==> config.mk <==
export PLATFORM = sky130hd
export DESIGN_NAME = countdown8_flat
export DESIGN_NICKNAME = d
export VERILOG_FILES = /design/src/rtl/countdown8_if.sv /design/src/rtl/countdown8.sv /design/src/flat_wrapper.sv
export SDC_FILE = /design/constraint.sdc
export NUM_CORES = 1
export LEC_CHECK = 0
export CORE_MARGIN = 4
export CORE_UTILIZATION = 49
export DETAILED_ROUTE_END_ITERATION = 10
export PLACE_DENSITY = 0.82
export RECOVER_POWER = 25
export SETUP_SLACK_MARGIN = 0.2
export SYNTH_ARGS = -nofsm -noshare
export SYNTH_HDL_FRONTEND = slang
export SYNTH_SLANG_ARGS = --single-unit
==> constraint.sdc <==
create_clock -name clk -period 3.2 [get_ports clk]
set_input_delay 0.64 -clock clk [delete_from_list [all_inputs] [get_ports clk]]
set_output_delay 0.64 -clock clk [all_outputs]
set_load 0.005 [all_outputs]
==> src/rtl/countdown8_if.sv <==
// countdown8_if: load/control/status bundle for the countdown8 timer.
interface countdown8_if #(parameter int WIDTH = 8);
  logic [WIDTH-1:0] in;
  logic ld;
  logic start;
  logic stop;
  logic [WIDTH-1:0] out;
  logic busy;
  logic done;
  modport master (output in, ld, start, stop, input out, busy, done);
  modport slave (input in, ld, start, stop, output out, busy, done);
endinterface

==> src/rtl/countdown8.sv <==
// countdown8: loadable down-counter/interval timer with a one-cycle done pulse.
// Define COUNTDOWN8_RELOAD_EN for periodic auto-reload from the last loaded value.
module countdown8 #(
  parameter int WIDTH = 8
) (
  input logic clk,
  input logic rst,
  countdown8_if.slave bus
);
  typedef enum logic [1:0] {IDLE, RUN, DONE} state_t;
  state_t state, state_nxt;
  logic [WIDTH-1:0] cnt, cnt_nxt, done_val;
  logic rearm;
`ifdef COUNTDOWN8_RELOAD_EN
  logic [WIDTH-1:0] reload;
  always_ff @(posedge clk)
    if (!rst) reload <= '0;
    else if (bus.ld) reload <= bus.in;
  assign done_val = reload;
  assign rearm = reload != '0;
`else
  assign done_val = '0;
  assign rearm = 1'b0;
`endif
  // DONE treats start like IDLE does; otherwise it falls back to IDLE or re-arms RUN
  always_comb begin
    state_nxt = state;
    cnt_nxt = cnt;
    if (bus.ld) begin
      state_nxt = IDLE;
      cnt_nxt = bus.in;
    end else if (bus.stop) begin
      state_nxt = IDLE;
    end else if (state == RUN) begin
      cnt_nxt = cnt == WIDTH'(1) ? done_val : cnt - WIDTH'(1);
      state_nxt = cnt == WIDTH'(1) ? DONE : RUN;
    end else if (bus.start) begin
      cnt_nxt = cnt == '0 ? done_val : cnt;
      state_nxt = cnt == '0 ? DONE : RUN;
    end else if (state == DONE) begin
      state_nxt = rearm ? RUN : IDLE;
    end
  end
  always_ff @(posedge clk)
    if (!rst) begin
      state <= IDLE;
      cnt <= '0;
      bus.busy <= 1'b0;
      bus.done <= 1'b0;
    end else begin
      state <= state_nxt;
      cnt <= cnt_nxt;
      bus.busy <= state_nxt == RUN;
      bus.done <= state_nxt == DONE;
    end
  assign bus.out = cnt;
endmodule
==> src/flat_wrapper.sv <==
// flat-port wrapper written by rule: the top's interface ports become plain ports
module countdown8_flat 
#(
  parameter int WIDTH = 8
)
  (clk, rst, bus_in, bus_ld, bus_start, bus_stop, bus_out, bus_busy, bus_done);
  countdown8_if #(.WIDTH(WIDTH)) bus_i ();
  input logic clk;
  input logic rst;
  input wire logic [$bits(bus_i.in)-1:0] bus_in;
  input wire logic [$bits(bus_i.ld)-1:0] bus_ld;
  input wire logic [$bits(bus_i.start)-1:0] bus_start;
  input wire logic [$bits(bus_i.stop)-1:0] bus_stop;
  output wire logic [$bits(bus_i.out)-1:0] bus_out;
  output wire logic [$bits(bus_i.busy)-1:0] bus_busy;
  output wire logic [$bits(bus_i.done)-1:0] bus_done;
  assign bus_i.in = bus_in;
  assign bus_i.ld = bus_ld;
  assign bus_i.start = bus_start;
  assign bus_i.stop = bus_stop;
  assign bus_out = bus_i.out;
  assign bus_busy = bus_i.busy;
  assign bus_done = bus_i.done;
  countdown8 #(.WIDTH(WIDTH)) u_core (.clk(clk), .rst(rst), .bus(bus_i));
endmodule
==> summary.md <==
| Metric | Value |
|---|---|
| Status | `completed` |
| Leak pwr | `0.4107 nW` |
| Post-CTS sizing | `0` |
| Fillers | `131` |
| Non-filler cells, final | `134` |
| Worst slew pin tran | `between 0.9 and 1 ns` |
| Max-slew violations | `0` |
| CTS root buf | `clkbuf_4` |
| Crit start category | `flip-flop` |
| Cts-stage hold buffer count | `0` |
| RD Place Congestion | `around 0.81` |
| RSZ-0062 raised after global routing | `no` |
| Post-synth EDFFs | `0` |
| Initial core utilization | `0.5246` |
| Most frequently used flop master after synthesis | `dfxtp_1` |
| Slowest-stage cell, CP | `or4_1` |
| Total track usage | `0.1925` |
| Fin nets | `135` |
| Family with the most delay on the worst path | `simple AND/OR/NAND/NOR gates` |
| Drt pass-1 iters | `4` |
| Cells after DPL | `130` |
| Setup Total Neg Slack | `0 ns` |
| Clock Skew | `0.007918 ns` |
| Crit path DAT | `2.36 ns` |
| WL/cell | `roughly 16 um` |
| CTS tree | `done` |
| Crit path cell chain | `or4_1 > o41a_1 > and2_4 > o32ai_2` |
| Mean Syn Cell Area | `roughly 8.3 sq um` |
| Compound-Gate Fraction of Synth Area | `0.3020` |
| Total Wirelength | `2.196 mm` |
| Final min period | `2.173 ns` |
| Slew HR | `0.3514` |
| Yosys warns | `0` |
| CP max FO | `10` |
| CP Depth | `4` |
| Port bufs | `22` |
| CTS Buf Count | `3` |
| Max VDD drop | `between 0.2 and 0.25 mV` |
| First-pass GRT wire length | `3.698 mm` |
| Post-synth top cells | `12 x dfxtp_1, 8 x a21oi_1, 7 x inv_1, 7 x nor2_1, 6 x nand3_1` |
| Die ar. | `~2300 sq um` |
| Die span in x | `just under 50 um` |
| Mapped Cells | `96` |
| Core area | `1524 sq um` |
| Count leader, synth | `dfxtp_1` |
| CP required | `3.39 ns` |
| Clock latency on the worst-skew pair | `0.28 ns` |
| Final setup violation count | `0` |
| Sequential area share after synthesis | `0.3005` |
| Initial antenna violation count | `0` |
| Xor/xnor cell area share of the yosys netlist | `0` |
| R2r worst-path depth | `4` |
| Cell Rows | `14` |
| #FFs+latches synth | `12` |
| Worst Path Buf+Inv | `0` |
| CTS Sinks | `12` |
| Initial drt markers | `31` |
| Post-DR vias/cell | `6.604` |
| Critical path's largest stage delay | `0.63 ns` |
| Syn Std Cell Area | `about 800 sq um` |
| Period utilisation layout | `0.6792` |
| # Post-CTS Setup Buffers | `0` |
| Die height | `a little under 50 um` |
| Routed vias | `approximately 890` |
| Ranking of synthesized cells by area | `dfxtp_1 30%, o32ai_2 8.1%, a32oi_1 5.5%, a21oi_1 5.0%, ha_1 4.7%` |
| Synth top area share | `0.3005` |
| CTS max path bufs | `2` |
| Largest area contributor in the netlist | `dfxtp_1` |
| Largest family of logic cells by synthesized area | `compound AO/OA/AOI/OAI gates` |
| Share of cells above drive strength 1 | `0.1102` |
| Mux cell area share after synthesis | `0.01408` |
| Crit Path Category | `reg -> reg` |
| Fmax | `460.1 MHz` |
| Distinct cell type count after synthesis | `34` |
| Largest net degree at the start of global routing | `15` |
| # IOs | `23` |
| Adder-cell area share of the yosys netlist | `0.04695` |
| Worst Setup End Kind | `flip-flop` |
| Async set-reset flop share out of synthesis | `0` |
| Simple-gate area share of the yosys netlist | `0.2660` |
| # DRC | `0` |
| Worst hold path class | `reg -> reg` |
| Vias in the first global route | `823` |
| Hold Path Stages | `2` |
| Hpwl dp | `1.619 mm` |
| Syn nets | `112` |
| GRT Residual Overflow | `0` |
| Fin. Hold Viols | `0` |
| Pwr Density | `380.8 nW/um^2` |
| Clk pin slew, worst setup/hold paths | `~0.080 ns` |
| Area delta synth->final | `31.77%` |
| Max cap viols | `0` |
| Final ANT Viol Nets | `0` |
| ANT cells | `0` |
| CTS H-tree lvls | `1` |
-- tightest hold or removal path, cell delays in order (launching register included) --
cell and delay, ns:
dfxtp_1 0.34, nand3_1 0.09, o32ai_2 0.06
-- flip-flops by register name, summed over array words and instances, names as in the netlist --
name and flops:
u_core.bus.done 1, u_core.state 2, u_core.bus.busy 1, u_core.bus.out 8
-- layout by cell type, fill, tap and decap left out --
cell type | Yosys | routed
clkdlybuf4s50_1 | 0 | 18
dfxtp_1 | 12 | 12
a21oi_1 | 8 | 8
inv_1 | 7 | 7
nor2_1 | 7 | 7
nand3_1 | 6 | 6
nand2_1 | 5 | 5
a32oi_1 | 5 | 5
nor3_1 | 5 | 5
or4_1 | 3 | 4
o32ai_2 | 4 | 4
dlygate4sd3_1 | 0 | 4
a31oi_1 | 3 | 3
ha_1 | 3 | 3
clkbuf_4 | 0 | 3
o22ai_1 | 2 | 2
or3_1 | 2 | 2
o21ai_0 | 2 | 2
inv_2 | 1 | 1
or2_1 | 1 | 1
or3b_2 | 1 | 1
o41a_1 | 1 | 1
and2_4 | 1 | 1
nor4_2 | 1 | 1
nand2b_1 | 1 | 1
nor4b_1 | 1 | 1
a21o_1 | 1 | 1
a22oi_1 | 1 | 1
a221oi_1 | 1 | 1
mux2_1 | 1 | 1
o32ai_1 | 1 | 1
o31ai_1 | 1 | 1
nor2b_1 | 1 | 1
and3b_1 | 1 | 1
clkbuf_8 | 0 | 1
buf_4 | 0 | 1
-- cell type report --
class,instances,area (sq um),area share
Sequential cell,12,240.2,0.2280
Timing Repair Buffer,23,227.7,0.2162
Inverter,8,30.03,0.02850
Clock buffer,4,36.28,0.03444
Tap cell,16,20.02,0.01900
Multi-Input combinational cell,71,499.2,0.4739
-- path summary, 6_finish.rpt --
kind	endpoint	startpoint	slack [ns]
worst max-delay path	u_core.bus.out[3]	u_core.bus.out[2]	1.03
worst min-delay path	u_core.bus.out[7]	u_core.bus.out[7]	0.54
worst max register to register	u_core.bus.out[3]	u_core.bus.out[2]	1.03
worst min register to register	u_core.bus.out[7]	u_core.bus.out[7]	0.54
-- routing by layer --
layer / wire length, um / global-route usage / up-vias
met3: 182 / 0.04601 / 5
met5: 0 / 0 / -
met1: 885 / 0.2420 / 414
met2: 1091 / 0.3087 / 47
li1: - / - / 419
met4: 36 / 0.08295 / 0
-- cell families (layout without fill, tap and decap cells) --
group,after synthesis,after routing
muxes,1,1
and+or+nand+nor,37,37
buffers and inverters,13,35
adders and majority gates,3,3
DFF,12,12
AOI/OAI and AO/OA,30,30
-- where the power goes --
group / leakage [nW] / switching (mW) / internal (mW)
Clock: 0.0210 / 0.0560 / 0.0693
Combinational: 0.292 / 0.0555 / 0.0536
Sequential: 0.0981 / 0.0105 / 0.156
-- through the flow --
step / util / setup slack [ns] / hold WS (ns) / instance area (sq um) / power [mW]
6_report: 0.6913 / 1.027 / 0.5416 / 1054 / 0.4012
4_1_cts: 0.6938 / 1.082 / 0.5387 / 1057 / 0.4005
3_5_place_dp: 0.6700 / 0.8064 / 0.5253 / 1021 / 0.2795
3_3_place_gp: 0.6700 / 0.8841 / 0.5238 / 1021 / 0.2769
5_1_grt: 0.6913 / 0.8676 / 0.5653 / 1054 / 0.4191
2_1_floorplan: - / 1.271 / 0.5072 / 799.5 / 0.2341
(Power assumes the default switching activity.)
